File: src/rtl/wb_cache_param_pkg.sv
// Shared widths, FSM state encodings and address helpers for the parametrised write-back cache.
package cache_pkg;

  localparam int unsigned ADDR_W_DEF         = 10;
  localparam int unsigned WORD_W_DEF         = 10;
  localparam int unsigned WORDS_PER_LINE_DEF = 2;
  localparam int unsigned LINES_DEF          = 16;
  localparam int unsigned OFF_W_DEF          = $clog2(WORDS_PER_LINE_DEF);
  localparam int unsigned IDX_W_DEF          = $clog2(LINES_DEF);
  localparam int unsigned TAG_W_DEF          = ADDR_W_DEF - IDX_W_DEF - OFF_W_DEF;

  typedef logic [2:0] state_t;
  localparam state_t S_IDLE       = 3'd0;
  localparam state_t S_LOOKUP     = 3'd1;
  localparam state_t S_WRITEBACK  = 3'd2;
  localparam state_t S_ALLOCATE   = 3'd3;
  localparam state_t S_FLUSH_SCAN = 3'd4;
  localparam state_t S_FLUSH_WB   = 3'd5;

  // Extract a w-bit field starting at bit lo.
  function automatic logic [31:0] addr_field(input logic [31:0] addr, input int unsigned lo,
                                             input int unsigned w);
    return (addr >> lo) & ((32'd1 << w) - 32'd1);
  endfunction

  // Compose a line address {tag, idx}.
  function automatic logic [31:0] line_addr(input logic [31:0] tag, input logic [31:0] idx,
                                            input int unsigned idx_w);
    return (tag << idx_w) | idx;
  endfunction

endpackage

File: src/rtl/wb_cache_param_if.sv
// CPU, flush and line-memory signals of the cache; slave = cache side, master = CPU/RAM side.
interface wb_cache_param_if #(
  parameter int unsigned ADDR_W         = cache_pkg::ADDR_W_DEF,
  parameter int unsigned WORD_W         = cache_pkg::WORD_W_DEF,
  parameter int unsigned WORDS_PER_LINE = cache_pkg::WORDS_PER_LINE_DEF
);
  localparam int unsigned OFF_W  = $clog2(WORDS_PER_LINE);
  localparam int unsigned LINE_W = WORD_W * WORDS_PER_LINE;

  logic                    cpu_req;
  logic                    cpu_we;
  logic [ADDR_W-1:0]       cpu_addr;
  logic [WORD_W-1:0]       cpu_wdata;
  logic                    cpu_ready;
  logic                    cpu_done;
  logic [WORD_W-1:0]       cpu_rdata;
  logic                    flush_req;
  logic                    flush_done;
  logic                    mem_req;
  logic                    mem_we;
  logic [ADDR_W-OFF_W-1:0] mem_addr;
  logic [LINE_W-1:0]       mem_wdata;
  logic [LINE_W-1:0]       mem_rdata;
  logic                    mem_ready;

  modport slave (
    input  cpu_req, cpu_we, cpu_addr, cpu_wdata, flush_req, mem_rdata, mem_ready,
    output cpu_ready, cpu_done, cpu_rdata, flush_done, mem_req, mem_we, mem_addr, mem_wdata
  );

  modport master (
    output cpu_req, cpu_we, cpu_addr, cpu_wdata, flush_req, mem_rdata, mem_ready,
    input  cpu_ready, cpu_done, cpu_rdata, flush_done, mem_req, mem_we, mem_addr, mem_wdata
  );
endinterface

File: src/rtl/wb_cache_param_line_store.sv
// Valid/dirty/tag/data arrays with a combinational read port and registered install/merge/clear.
module cache_line_store
  import cache_pkg::*;
#(
  parameter int unsigned WORD_W         = WORD_W_DEF,
  parameter int unsigned WORDS_PER_LINE = WORDS_PER_LINE_DEF,
  parameter int unsigned LINES          = LINES_DEF,
  parameter int unsigned TAG_W          = TAG_W_DEF
) (
  input  logic                              clk,
  input  logic                              rst,
  input  logic [$clog2(LINES)-1:0]          idx,
  output logic                              rd_valid,
  output logic                              rd_dirty,
  output logic [TAG_W-1:0]                  rd_tag,
  output logic [WORD_W*WORDS_PER_LINE-1:0]  rd_line,
  input  logic                              install_en,
  input  logic [TAG_W-1:0]                  install_tag,
  input  logic [WORD_W*WORDS_PER_LINE-1:0]  install_line,
  input  logic                              merge_en,
  input  logic [$clog2(WORDS_PER_LINE)-1:0] merge_off,
  input  logic [WORD_W-1:0]                 merge_word,
  input  logic                              clear_en
);
  localparam int unsigned LINE_W = WORD_W * WORDS_PER_LINE;

  logic [LINES-1:0]  valid_q;
  logic [LINES-1:0]  dirty_q;
  logic [TAG_W-1:0]  tag_q  [LINES];
  logic [LINE_W-1:0] data_q [LINES];

  assign rd_valid = valid_q[idx];
  assign rd_dirty = dirty_q[idx];
  assign rd_tag   = tag_q[idx];
  assign rd_line  = data_q[idx];

  // Only the status bits are reset; tags and data are qualified by valid.
  always_ff @(posedge clk or posedge rst) begin
    if (rst) begin
      valid_q <= '0;
      dirty_q <= '0;
    end else if (install_en) begin
      valid_q[idx] <= 1'b1;
      dirty_q[idx] <= 1'b0;
    end else if (merge_en) begin
      dirty_q[idx] <= 1'b1;
    end else if (clear_en) begin
      valid_q[idx] <= 1'b0;
      dirty_q[idx] <= 1'b0;
    end
  end

  always_ff @(posedge clk) begin
    if (install_en) begin
      tag_q[idx]  <= install_tag;
      data_q[idx] <= install_line;
    end else if (merge_en) begin
      data_q[idx][WORD_W*32'(merge_off) +: WORD_W] <= merge_word;
    end
  end

endmodule

File: src/rtl/wb_cache_param.sv
// Direct-mapped write-back, write-allocate cache with whole-cache flush.
// Defining CACHE_STATS_EN adds saturating hit_count/miss_count outputs.
module wb_cache_param
  import cache_pkg::*;
#(
  parameter int unsigned ADDR_W         = ADDR_W_DEF,
  parameter int unsigned WORD_W         = WORD_W_DEF,
  parameter int unsigned WORDS_PER_LINE = WORDS_PER_LINE_DEF,
  parameter int unsigned LINES          = LINES_DEF
) (
  input  logic             clk,
  input  logic             rst,
  wb_cache_param_if.slave  bus
`ifdef CACHE_STATS_EN
  ,
  output logic [15:0]      hit_count,
  output logic [15:0]      miss_count
`endif
);
  localparam int unsigned OFF_W   = $clog2(WORDS_PER_LINE);
  localparam int unsigned IDX_W   = $clog2(LINES);
  localparam int unsigned TAG_W   = ADDR_W - IDX_W - OFF_W;
  localparam int unsigned LINE_W  = WORD_W * WORDS_PER_LINE;
  localparam int unsigned LADDR_W = ADDR_W - OFF_W;

  state_t             state_q, state_d;
  logic               req_we_q;
  logic [ADDR_W-1:0]  req_addr_q;
  logic [WORD_W-1:0]  req_wdata_q;
  logic [IDX_W-1:0]   scan_q, scan_d;
  logic               accept;

  logic [TAG_W-1:0]   req_tag;
  logic [IDX_W-1:0]   req_idx, st_idx;
  logic [OFF_W-1:0]   req_off;
  logic               rd_valid, rd_dirty, hit, last_line;
  logic [TAG_W-1:0]   rd_tag;
  logic [LINE_W-1:0]  rd_line;
  logic               install_en, merge_en, clear_en;

  logic               cpu_ready_q, cpu_done_q, cpu_done_d, flush_done_q, flush_done_d;
  logic [WORD_W-1:0]  cpu_rdata_q, cpu_rdata_d;
  logic               mem_req_q, mem_req_d, mem_we_q, mem_we_d;
  logic [LADDR_W-1:0] mem_addr_q, mem_addr_d;
  logic [LINE_W-1:0]  mem_wdata_q, mem_wdata_d;

  assign req_tag   = TAG_W'(addr_field(32'(req_addr_q), OFF_W + IDX_W, TAG_W));
  assign req_idx   = IDX_W'(addr_field(32'(req_addr_q), OFF_W, IDX_W));
  assign req_off   = OFF_W'(addr_field(32'(req_addr_q), 0, OFF_W));
  assign st_idx    = (state_q == S_FLUSH_SCAN || state_q == S_FLUSH_WB) ? scan_q : req_idx;
  assign hit       = rd_valid && (rd_tag == req_tag);
  assign last_line = (scan_q == IDX_W'(LINES - 1));

  cache_line_store #(
    .WORD_W(WORD_W), .WORDS_PER_LINE(WORDS_PER_LINE), .LINES(LINES), .TAG_W(TAG_W)
  ) u_store (
    .clk(clk), .rst(rst), .idx(st_idx),
    .rd_valid(rd_valid), .rd_dirty(rd_dirty), .rd_tag(rd_tag), .rd_line(rd_line),
    .install_en(install_en), .install_tag(req_tag), .install_line(bus.mem_rdata),
    .merge_en(merge_en), .merge_off(req_off), .merge_word(req_wdata_q),
    .clear_en(clear_en)
  );

  // Next state, store write strobes and next values of the registered outputs.
  always_comb begin
    state_d      = state_q;
    scan_d       = scan_q;
    accept       = 1'b0;
    install_en   = 1'b0;
    merge_en     = 1'b0;
    clear_en     = 1'b0;
    cpu_done_d   = 1'b0;
    cpu_rdata_d  = cpu_rdata_q;
    flush_done_d = 1'b0;
    case (state_q)
      S_IDLE: begin
        if (bus.cpu_req) begin
          accept  = 1'b1;
          state_d = S_LOOKUP;
        end else if (bus.flush_req) begin
          scan_d  = '0;
          state_d = S_FLUSH_SCAN;
        end
      end
      S_LOOKUP: begin
        if (hit) begin
          cpu_done_d = 1'b1;
          if (req_we_q) merge_en = 1'b1;
          else          cpu_rdata_d = rd_line[WORD_W*32'(req_off) +: WORD_W];
          state_d = S_IDLE;
        end else if (rd_valid && rd_dirty) begin
          state_d = S_WRITEBACK;
        end else begin
          state_d = S_ALLOCATE;
        end
      end
      S_WRITEBACK: if (bus.mem_ready) state_d = S_ALLOCATE;
      S_ALLOCATE: begin
        if (bus.mem_ready) begin
          install_en = 1'b1;
          state_d    = S_LOOKUP;
        end
      end
      S_FLUSH_SCAN: begin
        if (rd_valid && rd_dirty) begin
          state_d = S_FLUSH_WB;
        end else begin
          clear_en = 1'b1;
          if (last_line) begin
            flush_done_d = 1'b1;
            state_d      = S_IDLE;
          end else begin
            scan_d = scan_q + IDX_W'(1);
          end
        end
      end
      S_FLUSH_WB: begin
        // The last line finishes straight away rather than wrapping the scan index.
        if (bus.mem_ready) begin
          clear_en = 1'b1;
          if (last_line) begin
            flush_done_d = 1'b1;
            state_d      = S_IDLE;
          end else begin
            scan_d  = scan_q + IDX_W'(1);
            state_d = S_FLUSH_SCAN;
          end
        end
      end
      default: state_d = S_IDLE;
    endcase

    mem_req_d   = (state_d == S_WRITEBACK) || (state_d == S_ALLOCATE) || (state_d == S_FLUSH_WB);
    mem_we_d    = (state_d == S_WRITEBACK) || (state_d == S_FLUSH_WB);
    mem_addr_d  = '0;
    mem_wdata_d = '0;
    if (mem_we_d) begin
      mem_addr_d  = LADDR_W'(line_addr(32'(rd_tag), 32'(st_idx), IDX_W));
      mem_wdata_d = rd_line;
    end else if (mem_req_d) begin
      mem_addr_d  = LADDR_W'(line_addr(32'(req_tag), 32'(req_idx), IDX_W));
    end
  end

  always_ff @(posedge clk or posedge rst) begin
    if (rst) begin
      state_q      <= S_IDLE;
      scan_q       <= '0;
      req_we_q     <= 1'b0;
      req_addr_q   <= '0;
      req_wdata_q  <= '0;
      cpu_ready_q  <= 1'b1;
      cpu_done_q   <= 1'b0;
      cpu_rdata_q  <= '0;
      flush_done_q <= 1'b0;
      mem_req_q    <= 1'b0;
      mem_we_q     <= 1'b0;
      mem_addr_q   <= '0;
      mem_wdata_q  <= '0;
    end else begin
      state_q      <= state_d;
      scan_q       <= scan_d;
      if (accept) begin
        req_we_q    <= bus.cpu_we;
        req_addr_q  <= bus.cpu_addr;
        req_wdata_q <= bus.cpu_wdata;
      end
      cpu_ready_q  <= (state_d == S_IDLE);
      cpu_done_q   <= cpu_done_d;
      cpu_rdata_q  <= cpu_rdata_d;
      flush_done_q <= flush_done_d;
      mem_req_q    <= mem_req_d;
      mem_we_q     <= mem_we_d;
      mem_addr_q   <= mem_addr_d;
      mem_wdata_q  <= mem_wdata_d;
    end
  end

  assign bus.cpu_ready  = cpu_ready_q;
  assign bus.cpu_done   = cpu_done_q;
  assign bus.cpu_rdata  = cpu_rdata_q;
  assign bus.flush_done = flush_done_q;
  assign bus.mem_req    = mem_req_q;
  assign bus.mem_we     = mem_we_q;
  assign bus.mem_addr   = mem_addr_q;
  assign bus.mem_wdata  = mem_wdata_q;

`ifdef CACHE_STATS_EN
  // Counted only on the first lookup of a request, never on the post-fill re-lookup.
  logic first_q;
  always_ff @(posedge clk or posedge rst) begin
    if (rst) begin
      first_q    <= 1'b0;
      hit_count  <= '0;
      miss_count <= '0;
    end else if (accept) begin
      first_q <= 1'b1;
    end else if (state_q == S_LOOKUP) begin
      first_q <= 1'b0;
      if (first_q && hit && hit_count != 16'hFFFF)    hit_count  <= hit_count + 16'd1;
      if (first_q && !hit && miss_count != 16'hFFFF)  miss_count <= miss_count + 16'd1;
    end
  end
`endif

endmodule

File: src/flat_wrapper.sv
// flat-port wrapper written by rule: the top's interface ports become plain ports
module wb_cache_param_flat import cache_pkg::*;
#(
  parameter int unsigned ADDR_W         = ADDR_W_DEF,
  parameter int unsigned WORD_W         = WORD_W_DEF,
  parameter int unsigned WORDS_PER_LINE = WORDS_PER_LINE_DEF,
  parameter int unsigned LINES          = LINES_DEF
)
  (clk, rst, bus_cpu_req, bus_cpu_we, bus_cpu_addr, bus_cpu_wdata, bus_flush_req, bus_mem_rdata, bus_mem_ready, bus_cpu_ready, bus_cpu_done, bus_cpu_rdata, bus_flush_done, bus_mem_req, bus_mem_we, bus_mem_addr, bus_mem_wdata);
  wb_cache_param_if #(.ADDR_W(ADDR_W), .WORD_W(WORD_W), .WORDS_PER_LINE(WORDS_PER_LINE)) bus_i ();
  input  logic clk;
  input  logic rst;
  input wire logic [$bits(bus_i.cpu_req)-1:0] bus_cpu_req;
  input wire logic [$bits(bus_i.cpu_we)-1:0] bus_cpu_we;
  input wire logic [$bits(bus_i.cpu_addr)-1:0] bus_cpu_addr;
  input wire logic [$bits(bus_i.cpu_wdata)-1:0] bus_cpu_wdata;
  input wire logic [$bits(bus_i.flush_req)-1:0] bus_flush_req;
  input wire logic [$bits(bus_i.mem_rdata)-1:0] bus_mem_rdata;
  input wire logic [$bits(bus_i.mem_ready)-1:0] bus_mem_ready;
  output wire logic [$bits(bus_i.cpu_ready)-1:0] bus_cpu_ready;
  output wire logic [$bits(bus_i.cpu_done)-1:0] bus_cpu_done;
  output wire logic [$bits(bus_i.cpu_rdata)-1:0] bus_cpu_rdata;
  output wire logic [$bits(bus_i.flush_done)-1:0] bus_flush_done;
  output wire logic [$bits(bus_i.mem_req)-1:0] bus_mem_req;
  output wire logic [$bits(bus_i.mem_we)-1:0] bus_mem_we;
  output wire logic [$bits(bus_i.mem_addr)-1:0] bus_mem_addr;
  output wire logic [$bits(bus_i.mem_wdata)-1:0] bus_mem_wdata;
  assign bus_i.cpu_req = bus_cpu_req;
  assign bus_i.cpu_we = bus_cpu_we;
  assign bus_i.cpu_addr = bus_cpu_addr;
  assign bus_i.cpu_wdata = bus_cpu_wdata;
  assign bus_i.flush_req = bus_flush_req;
  assign bus_i.mem_rdata = bus_mem_rdata;
  assign bus_i.mem_ready = bus_mem_ready;
  assign bus_cpu_ready = bus_i.cpu_ready;
  assign bus_cpu_done = bus_i.cpu_done;
  assign bus_cpu_rdata = bus_i.cpu_rdata;
  assign bus_flush_done = bus_i.flush_done;
  assign bus_mem_req = bus_i.mem_req;
  assign bus_mem_we = bus_i.mem_we;
  assign bus_mem_addr = bus_i.mem_addr;
  assign bus_mem_wdata = bus_i.mem_wdata;
  wb_cache_param #(.ADDR_W(ADDR_W), .WORD_W(WORD_W), .WORDS_PER_LINE(WORDS_PER_LINE), .LINES(LINES)) u_core (.clk(clk), .rst(rst), .bus(bus_i));
endmodule
File: config.mk
export PLATFORM = sky130hd
export DESIGN_NAME = wb_cache_param_flat
export DESIGN_NICKNAME = d
export VERILOG_FILES = /design/src/rtl/wb_cache_param_pkg.sv /design/src/rtl/wb_cache_param_if.sv /design/src/rtl/wb_cache_param_line_store.sv /design/src/rtl/wb_cache_param.sv /design/src/flat_wrapper.sv
export SDC_FILE = /design/constraint.sdc
export NUM_CORES = 1
export LEC_CHECK = 0
export CORE_ASPECT_RATIO = 2
export CORE_MARGIN = 5
export CORE_UTILIZATION = 57
export CTS_CLUSTER_SIZE = 25
export DETAILED_ROUTE_END_ITERATION = 12
export GPL_ROUTABILITY_DRIVEN = 0
export PLACE_DENSITY = 0.76
export SYNTH_ARGS = -nofsm -noshare
export SYNTH_HDL_FRONTEND = slang
export SYNTH_SLANG_ARGS = --single-unit
File: constraint.sdc
create_clock -name clk -period 6.29 [get_ports clk]
set_input_delay 1.5725 -clock clk [delete_from_list [all_inputs] [get_ports clk]]
set_output_delay 1.5725 -clock clk [all_outputs]
set_load 0.05 [all_outputs]
; ---- Yosys cells after proc, flatten, opt, wreduce, memory -nomap -nowiden
; Memory sizes are Yosys's and may differ from the RTL's.
; Index checks and enable logic that the tools add are counted.
[op_classes]
n_addsub = 2
multipliers = 1
magnitude_cmp = 2
n_eq_ne = 15
shifts = 3
mux = 73
bitwise_logic = 28
n_reduce_logical = 15
[op_table]
columns = op, count
row1 = $mux 16, 6
row2 = $mux 1, 41
row3 = $mux 20, 2
row4 = $neg 5->34, 1
row5 = $shift 10x34->20 const A, 1
row6 = $shiftx 10x34->20, 1
row7 = $and 16x16->16, 2
row8 = $or 16x16->16, 2
row9 = $mux 3, 9
row10 = $mux 4, 6
row11 = $or 1x1->1, 20
row12 = $shiftx 20x6->10, 1
row13 = $mux 9, 2
row14 = $or 9x4->9, 2
row15 = $pmux 3 s6, 1
row16 = $not 16->16, 1
row17 = $eq 3x2->1 const B, 4
row18 = $pmux 4 s3, 1
row19 = $eq 3x3->1 const B, 3
row20 = $bmux 1 s4, 2
row21 = $ne 2x2->1 const B, 4
row22 = $logic_not 3->1, 2
row23 = $reduce_bool 3->1, 2
row24 = $eq 5x5->1, 1
row25 = 16 further kinds, 22
[totals]
register_bits = 104
mem_bits_rw = 400
inputBits = 46
wordCells = 156
memories = 2
[memory_table]
columns = memory, words, width, rd, rd_ports_with_merged_regs, write_ports, line
row1 = u_core.u_store.data_q, 16, 20, 1, 0, 1, wb_cache_param_line_store.sv:30  ; logic [LINE_W-1:0] data_q [LINES];
row2 = u_core.u_store.tag_q, 16, 5, 1, 0, 1, wb_cache_param_line_store.sv:29  ; logic [TAG_W-1:0] tag_q [LINES];

; ---- Depth between registers and ports, before layout
; Gate-level depths: netlist (run 1).
[depth]
depth_word = 14
depth_mapped = 15
depth_no_buf = 10

; ---- By module
; Synthesis (run 1) repeated with hierarchy kept, for this count alone.
[unflattened]
hier_cells = 1084
hier_area_um2 = 20224.4
[by_module_without_submodules]
columns = mod, n_inst, cells_per_inst, area_each_um2, seq_area_each_um2
row1 = cache_line_store, 1, 835, 17083.9, 12812.3
row2 = wb_cache_param, 1, 249, 3140.5, 1803.0

; ---- Worst setup path before layout (run 1)
; Ideal clock, no wire load.
[synth_path]
path_type = reg-to-reg
from = register u_core.scan_q[2]
to = memory u_core.u_store.data_q[10][10] (netlist name), enable pin
setup_time_ps = 376
arrival_time_ps = 3146
required_ps = 5914
setup_slack_ps = 2768
path_stages_with_launch = 13
path_buffers = 2
period_less_slack_ps = 3522
path_cell_list = dfrtp_1 buf_2 or4b_4 o31a_1 nor2_1 a32oi_1 and4_1 xnor2_1 nand2_1 nor4_4 a21oi_1 buf_2 nor2_1
[synth_via]
elab_chain_cells = 10
[synth_lines]
columns = element, line
row1 = "start, declared", wb_cache_param.sv:30  ; logic [IDX_W-1:0] scan_q, scan_d;
row2 = "start signal, assigned", wb_cache_param.sv:162  ; scan_q <= scan_d;
row3 = $mux 4 (*), wb_cache_param.sv:50  ; assign st_idx = (state_q == S_FLUSH_SCAN || state_q == S_FLUSH_WB) ? scan_q : req_idx;
row4 = $mem_v2 16x5 / $bmux 1 s4 (equally long branches), --
row5 = $eq 5x5->1 / $mux 1 (equally long branches), "wb_cache_param.sv:51, wb_cache_param_line_store.sv:32"
row6 = $logic_and 1x1->1, wb_cache_param.sv:51  ; assign hit = rd_valid && (rd_tag == req_tag);
row7 = $mux 1, wb_cache_param.sv:86  ; if (hit) begin
row8 = $mux 1, wb_cache_param.sv:75  ; case (state_q)
row9 = $mux 1, wb_cache_param_line_store.sv:57  ; end else if (merge_en) begin
row10 = $mux 1, wb_cache_param_line_store.sv:54  ; if (install_en) begin
row11 = $mux 20 (not written as such), wb_cache_param_line_store.sv:58  ; data_q[idx][WORD_W*32'(merge_off) +: WORD_W] <= merge_word;
row12 = $or 1x1->1 (no line), --
row13 = "end, declared", wb_cache_param_line_store.sv:30
; Mark *: on every way between the ends. The rest lies on a longest branch, timed or not. The select of a mux whose other input is x is not followed.

; ---- Worst setup path after layout (run 1)
[layout_path]
from = register u_core.state_q[1]
to = memory u_core.u_store.data_q[14][0] (netlist name), data pin
[layout_via]
elab_chain_cells = 12
[layout_lines]
columns = element, line
row1 = "start, declared", wb_cache_param.sv:26  ; state_t state_q, state_d;
row2 = "start signal, assigned", wb_cache_param.sv:161  ; state_q <= state_d;
row3 = $eq 3x3->1, wb_cache_param.sv:50
row4 = $logic_or 1x1->1, wb_cache_param.sv:50
row5 = $mux 4, wb_cache_param.sv:50
row6 = $mem_v2 16x5 / $bmux 1 s4 (equally long branches), --
row7 = $eq 5x5->1 / $mux 1 (equally long branches), "wb_cache_param.sv:51, wb_cache_param_line_store.sv:32"
row8 = $logic_and 1x1->1, wb_cache_param.sv:51
row9 = $mux 1, wb_cache_param.sv:86
row10 = $mux 1, wb_cache_param.sv:75
row11 = $mux 1, wb_cache_param_line_store.sv:57
row12 = $mux 1 (*), wb_cache_param_line_store.sv:54
row13 = $mux 20 (not written as such) (*), wb_cache_param_line_store.sv:58
row14 = $mux 1 (no line) (*), --
; Marks and branches as above.

==> key figures, run 1 <==
Power
  • Power share of the clock group: roughly a quarter
  • Final Power: 11600 µW
  • Max VDD drop: slightly above 0.4 mV
  • Comb pwr share: ~39%
  • PwrDens: slightly below 500 mW/mm²
  • P_int: roughly 7300 µW
  • Sequential power share: between 30% and 40%
  • Switching pwr: around 4300 µW
  • Sw Ratio: a little under two fifths
  • Leakage: ~0.0081 µW

Synthesis
  • Area of the mapped netlist: 0.0204 mm²
  • Leading area contributor after synthesis: edfxtp_1
  • Synth Area in Compound Gates: between 5 and 6%
  • Most frequent cells after synthesis: edfxtp_1 (400), dfrtp_1 (103), nand2_1 (103)
  • Count leader, synth: edfxtp_1
  • Syn Nets: 1260
  • Number of synthesized flops with an enable pin: 400
  • Largest family of logic cells by synthesized area: multiplexers
  • #FFs+latches synth: a little over 500
  • Synth cell types: 67
  • Post-Synth XOR/XNOR Area: 0.257%
  • Adder-Cell Fraction of Synth Area: less than 1%
  • Seq/Total Area, Yosys: 71.6%
  • Synth area leaders: edfxtp_1 (59%), dfrtp_1 (13%), mux4_2 (8.8%), mux2_2 (3.0%), mux2i_1 (2.7%)
  • Post-synthesis mux area share: ~15%
  • Yosys top cell area share: approximately three fifths
  • Post-synth top flop: edfxtp_1
  • Async S/R FF share, synth: between 20% and 30%
  • Synth Warn #: 0
  • Syn Inst Count: ~1200
  • Avg Cell Area, Syn: 16.8 µm²
  • Simple-gate share of the synthesized area: between 5 and 6%

STA
  • Tcrit/Tclk final: ~84%
  • Slew @ Worst Pin: between 1 and 1.5 ns
  • RSZ-0062 raised after global routing: no
  • Worst rel slew slack: roughly 11%
  • Max-slew violations: 0
  • Tmin final: 5.29 ns
  • Peak Freq: 189 MHz
  • WHS: 0.511 ns
  • Post-Route Setup TNS: 0 ns
  • Setup WS post-layout: between 1 and 1.5 ns
  • Final Hold Viols: 0
  • Clock skew: 0.0232 ns
  • Setup violators final: 0

Global routing
  • Global Route Usage Sum: 26.8%
  • Initial antenna violation count: 2
  • Total congestion overflow: 0
  • Pin count of the biggest net entering global routing: between 60 and 70
  • Vias in the first global route: ~12000
  • First-pass GRT wire length: a little under 80000 µm

CTS
  • Clk_lat worst skew: 0.56 ns
  • H-tree depth: 2
  • Setup bufs post-CTS: 0
  • CTS tree: built
  • CTS Buffer Depth: 3
  • CTS buffer count: 40
  • Cts hold-fix bufs: 0
  • CTS resizes: 0
  • CTS Root Cell: clkbuf_16
  • Clk slew on worst S/H paths: roughly 0.07 ns
  • # clock sinks: 504

Finish
  • Fillers: ~2400
  • Multi-input logic area: 0.00553 mm²
  • Area grow syn2layout: 15.1%
  • Register area: 0.0146 mm²
  • Share of layout cells above drive strength 1: between 20% and 30%
  • Post-route design area: between 0.02 and 0.025 mm²
  • Nets: 1384

Die
  • I/O pins: 90
  • Rows: 98
  • Core area: 0.0356 mm²
  • Initial Util: between 50% and 60%
  • Die span in y: between 200 and 300 µm
  • DIE AREA: ~0.04 mm²
  • Die span in x: about 140 µm

Worst setup path
  • Slowest CP cell: and2_1
  • Crit-path max cell delay: ~0.72 ns
  • CP max FO: 18
  • Worst R2R Path Depth: 10
  • Crit end category: flip-flop
  • Setup CP Type: reg -> reg
  • Worst path required time: 6.50 ns
  • FF-to-FF End: u_core.u_store.data_q[14][0]
  • Worst EP arrival: between 5 and 6 ns
  • Startpoint type of the worst setup path: flip-flop
  • Critical path, cell by cell: nand2b_1 > a21boi_4 > nand2_1 > a32oi_1 > nand4_1 > xor2_1 > nand3_1 > nor4_4 > and2_1 > mux2_1
  • FF-to-FF setup slack: ~1.0 ns
  • Reg-to-Reg Start: u_core.state_q[1]

Placement
  • IO Port Bufs: 89
  • Setup WS pre-CTS: 1.19 ns
  • Placed cell area: 0.0221 mm²
  • DP HPWL: roughly 36000 µm

Routing
  • Via count: between 10000 and 15000
  • Via density: 6.46
  • Pre-Repair DR Iteration Count: 5
  • Final wirelength: around 53000 µm
  • Initial DRC count: roughly 1100
  • Average wire per standard cell: roughly 29 µm
  • Antenna-violating nets left: 0
  • DRC viols: 0

Min path
  • Hold path depth: 1
  • Worst Hold Path EP: u_core.bus.cpu_rdata[7]
  • HP Class: reg -> reg
  • HP Start: u_core.bus.cpu_rdata[7]

Flow run
  • Max-Cap Viols: 0

Outcome
  • Status: finished, final reports clean
==> worst max-delay path by stage <==
stage	cells past startpoint	end	slack, ns	from
floorplan	1	async pin	1.99	rst
detailed placement	12	u_core.u_store.data_q[6][7]	1.19	u_core.state_q[1]
finish	10	u_core.u_store.data_q[14][0]	1.00	u_core.state_q[1]
CTS	11	u_core.u_store.data_q[14][0]	1.13	u_core.state_q[1]
global route	12	u_core.u_store.data_q[8][0]	0.78	u_core.state_q[1]
global placement	11	u_core.u_store.data_q[5][7]	1.29	u_core.state_q[1]
==> worst max-delay path: cells and delay by family (launching register included) <==
family / cells / cell delay [ns]
compound gates: 2 / 1.28
flops: 1 / 0.58
simple gates: 6 / 2.24
xor+xnor: 1 / 0.25
mux: 1 / 0.58
==> per-layer routing <==
| layer | wire (µm) | GRT usage, % | vias to the layer above | part of all wire [%] |
|---|---|---|---|---|
| li1 | - | - | 4990 | - |
| met1 | 17000 | 29.8 | 6021 | 32 |
| met2 | 28200 | 47.6 | 588 | 53 |
| met3 | 3310 | 3.19 | 167 | 6.3 |
| met4 | 4210 | 17.0 | 0 | 8.0 |
| met5 | 0 | 0 | - | 0 |
==> logic make-up after synthesis <==
group                    count (synthesis)
AO/OA/AOI/OAI                          174
adder cells (fa/ha/maj)                  1
XOR/XNOR                                 6
AND/OR/NAND/NOR                        254
buffers and inverters                   73
multiplexers                           201
flip-flops                             504
==> cell usage in the layout, fill, tap and decap left out, drive strengths merged, types with 3 or more instances in the layout <==
cell / n
edfxtp: 400
nand2: 104
dfrtp: 103
o21ai: 95
clkdlybuf4s50: 89
mux4: 80
nor2: 75
mux2: 65
mux2i: 56
buf: 55
clkbuf: 45
nor3: 24
a32oi: 21
clkinv: 18
a21oi: 17
inv: 11
nor2b: 9
bufinv: 8
nand3: 7
nand4: 6
a211oi: 6
a31oi: 5
o31ai: 5
o31a: 4
and4: 4
xor2: 4
and3: 4
a31o: 4
nor4: 4
nor4bb: 3
o221ai: 3
nor3b: 3
clkinvlp: 3
==> final cells by class <==
type | count | share of cell area, %
diodes | 2 | 0.0213
repair buffers | 144 | 5.60
clock inverters | 29 | 1.50
clock buffers | 45 | 4.61
multi-input cells | 636 | 23.5
inverters | 11 | 0.186
well taps | 450 | 2.40
flip-flops and latches | 504 | 62.2
==> power by group through the flow <==
stage          clock [µW]  sequential (µW)  combinational [µW]
2_1_floorplan           0             4630                2720
3_3_place_gp            0             4440                4400
3_5_place_dp            0             4450                4470
4_1_cts              2750             4390                4510
5_1_grt              2880             4430                4760
6_report             2730             4400                4510
==> sequential cells by signal (all words and copies together) (netlist names), named ones only <==
signal / count
u_core.bus.mem_wdata: 20
u_core.scan_q: 4
u_core.state_q: 3
u_core.bus.mem_we: 1
u_core.bus.mem_addr: 9
u_core.req_addr_q: 10
u_core.u_store.data_q: 320
u_core.bus.mem_req: 1
u_core.bus.cpu_done: 1
u_core.u_store.tag_q: 80
u_core.req_wdata_q: 10
u_core.bus.flush_done: 1
u_core.bus.cpu_ready: 1
u_core.bus.cpu_rdata: 10
u_core.req_we_q: 1
==> stage by stage <==
step,instances,util (%)
CTS,1819,66.1
global route,1819,66.1
global placement,1745,62.0
floorplan,1213,-
detailed placement,1745,62.0
finish,1821,66.1
Note: power is estimated with default switching activity, not from simulation.
==> run 2: changes to the inputs <==
clock period = 4.9 ns   (was 6.29 ns; I/O delays follow)
==> run 2 against run 1 <==
Sequential power is 29% higher. Routed wire length up 4.4%. Via count rose by 1.7%. First-iteration DRC count is 0.45% higher. Sequential share of layout area decreased by 0.67 points. Critical path type unchanged. Global-route usage up 1.3 points. Critical path depth grew 3. Total power is 32% higher.
==> key figures, run 2 (same netlist as run 1, synthesis figures left out) <==
Worst setup path
  • Worst R2R Path Depth: 13
  • Worst EP arrival: around 4.6 ns
  • Critical path, cell by cell: nand2b_1 > a31oi_1 > buf_4 > nor2_1 > a32oi_1 > and4_1 > buf_4 > xnor2_1 > nand2_1 > nor4_4 > and2_1 > buf_12 > mux2_1
  • Crit path depth: 13
  • Crit-path leading delay family: simple AND/OR/NAND/NOR gates
  • CP max FO: 16
  • Crit end category: flip-flop
  • Slowest CP cell: mux2_1
  • Worst path required time: just over 5 ns
  • Crit-path max cell delay: about 0.56 ns
  • Setup CP Type: reg -> reg
  • Startpoint type of the worst setup path: flip-flop
  • Worst path most repeated cell: buf_4
  • Crit path buf inv count: 3

Outcome
  • Status: finished, final reports clean

Die
  • Initial Util: a little under three fifths
  • DIE AREA: approximately 0.04 mm²
  • Core area: 0.0356 mm²
  • I/O pins: 90
  • Rows: 98
  • Die span in y: ~280 µm
  • Die span in x: 144 µm

Routing
  • Average wire per standard cell: a little under 30 µm
  • DRC viols: 0
  • Via count: 12000
  • Via density: approximately 6.4
  • Final wirelength: between 50000 and 60000 µm
  • Antenna-violating nets left: 0
  • Initial DRC count: 1104
  • Pre-Repair DR Iteration Count: 5

Finish
  • Commonest non-fill, non-tap cell in the layout: edfxtp_1
  • Flip-flop count of the largest register after layout: 320
  • Final Util: about two thirds
  • Most frequent cells in the layout: edfxtp_1 (400), nand2_1 (103), dfrtp_1 (103)
  • Largest reg by FF count: u_core.u_store.data_q
  • Nets: about 1400
  • Share of layout cells above drive strength 1: roughly 22%
  • Multi-input logic area: 0.00553 mm²
  • Fillers: roughly 2400
  • Area grow syn2layout: 16.4%
  • Register area: 0.0146 mm²

STA
  • Worst rel slew slack: 20.1%
  • Post-Route Setup TNS: 0 ns
  • Setup WS post-layout: about 0.47 ns
  • Max-slew violations: 0
  • Setup violators final: 0
  • Tmin final: ~4.4 ns
  • WHS: between 0.5 and 0.6 ns
  • Clock skew: 0.0286 ns
  • RSZ-0062 raised after global routing: no
  • Final Hold Viols: 0
  • Tcrit/Tclk final: about 90%
  • Slew @ Worst Pin: 1.20 ns
  • Peak Freq: between 200 and 250 MHz

Placement
  • DP HPWL: ~39000 µm
  • IO Port Bufs: about 90
  • Setup WS pre-CTS: about 0.58 ns

Power
  • Sequential power share: 37.0%
  • Sw Ratio: about two fifths
  • Comb pwr share: 41.6%
  • Power share of the clock group: roughly 22%
  • Leakage: approximately 0.0083 µW
  • PwrDens: about 640 mW/mm²
  • P_int: 9480 µW
  • Switching pwr: about 5800 µW
  • Max VDD drop: 0.733 mV

Global routing
  • Pin count of the biggest net entering global routing: a little under 60
  • Total congestion overflow: 0
  • Initial antenna violation count: 0
  • Vias in the first global route: 12700
  • Global Route Usage Sum: between 20 and 30%
  • First-pass GRT wire length: between 80000 and 90000 µm

CTS
  • H-tree depth: 2
  • # clock sinks: 504
  • Cts hold-fix bufs: 0
  • CTS Root Cell: clkbuf_16
  • CTS resizes: 0
  • CTS tree: built
  • CTS buffer count: 42
  • CTS Buffer Depth: 3
  • Clk slew on worst S/H paths: around 0.070 ns
  • Clk_lat worst skew: ~0.57 ns
  • Setup bufs post-CTS: 0

Min path
  • HP Class: reg -> reg
  • Hold path depth: 1

Flow run
  • Max-Cap Viols: 0
run 2: cell count changes in the layout (fill, tap and decap cells not counted):
cell        previous run  this run
clkinv_1               8        11
diode_2                2         1
clkinvlp_2             1         0
clkinvlp_4             2         1
buf_12                 1         9
inv_16                 0         1
buf_4                 54        82
bufinv_16              8         3
inv_6                  0         4
clkinv_2               9         4
clkinv_8               1         0
clkbuf_1               2         9
run 2: final timing paths:
kind                                         start                          end  slack [ns]
hold reg to reg            u_core.bus.cpu_rdata[3]      u_core.bus.cpu_rdata[3]        0.51
max in group asynchronous                      rst                    async pin        2.92
hold / removal             u_core.bus.cpu_rdata[3]      u_core.bus.cpu_rdata[3]        0.51
setup / recovery                 u_core.state_q[1]  u_core.u_store.data_q[7][8]        0.47
setup reg to reg                 u_core.state_q[1]  u_core.u_store.data_q[7][8]        0.47
min in group asynchronous                      rst         u_core.req_addr_q[7]        1.04
run 2: area by class of cell:
cell class | count | area share, %
Antenna cell | 1 | 0.0105
Clock buffer | 52 | 4.67
Clock inverter | 24 | 0.900
Inverter | 11 | 0.184
Multi-Input combinational cell | 636 | 23.3
Sequential cell | 504 | 61.5
Tap cell | 450 | 2.37
Timing Repair Buffer | 180 | 7.10
run 2: through the flow:
stage	area [µm²]	total power [µW]	std cells
after global routing	23800	15800	1857
final	23800	15300	1858
after global placement	22400	11900	1781
after detailed placement	22400	12000	1781
after CTS	23800	15300	1857
after floorplan	20400	9430	1213
run 2: worst register-to-register path, delay by kind of cell, from the launching register on:
family | cells | cell delay, ns
muxes | 1 | 0.56
buffers and inverters | 3 | 0.51
and+or+nand+nor | 6 | 1.93
AOI/OAI and AO/OA | 2 | 0.40
DFF | 1 | 0.47
xor gates and xnor gates | 1 | 0.19
run 2: routing by layer:
layer  track usage (%)  vias up  share of wire [%]
met5                 0        -                  0
met2              48.6      602                 52
met4              21.0        0                9.8
met3              4.69      221                6.4
li1                  -     5071                  -
met1              30.2     6075                 31
run 2: power by group through the flow:
stage / combinational (µW) / sequential (µW) / clock, µW
floorplan: 3490 / 5950 / 0
detailed placement: 6260 / 5730 / 0
global route: 6640 / 5690 / 3510
finish: 6370 / 5660 / 3290
CTS: 6300 / 5640 / 3320
global placement: 6180 / 5710 / 0
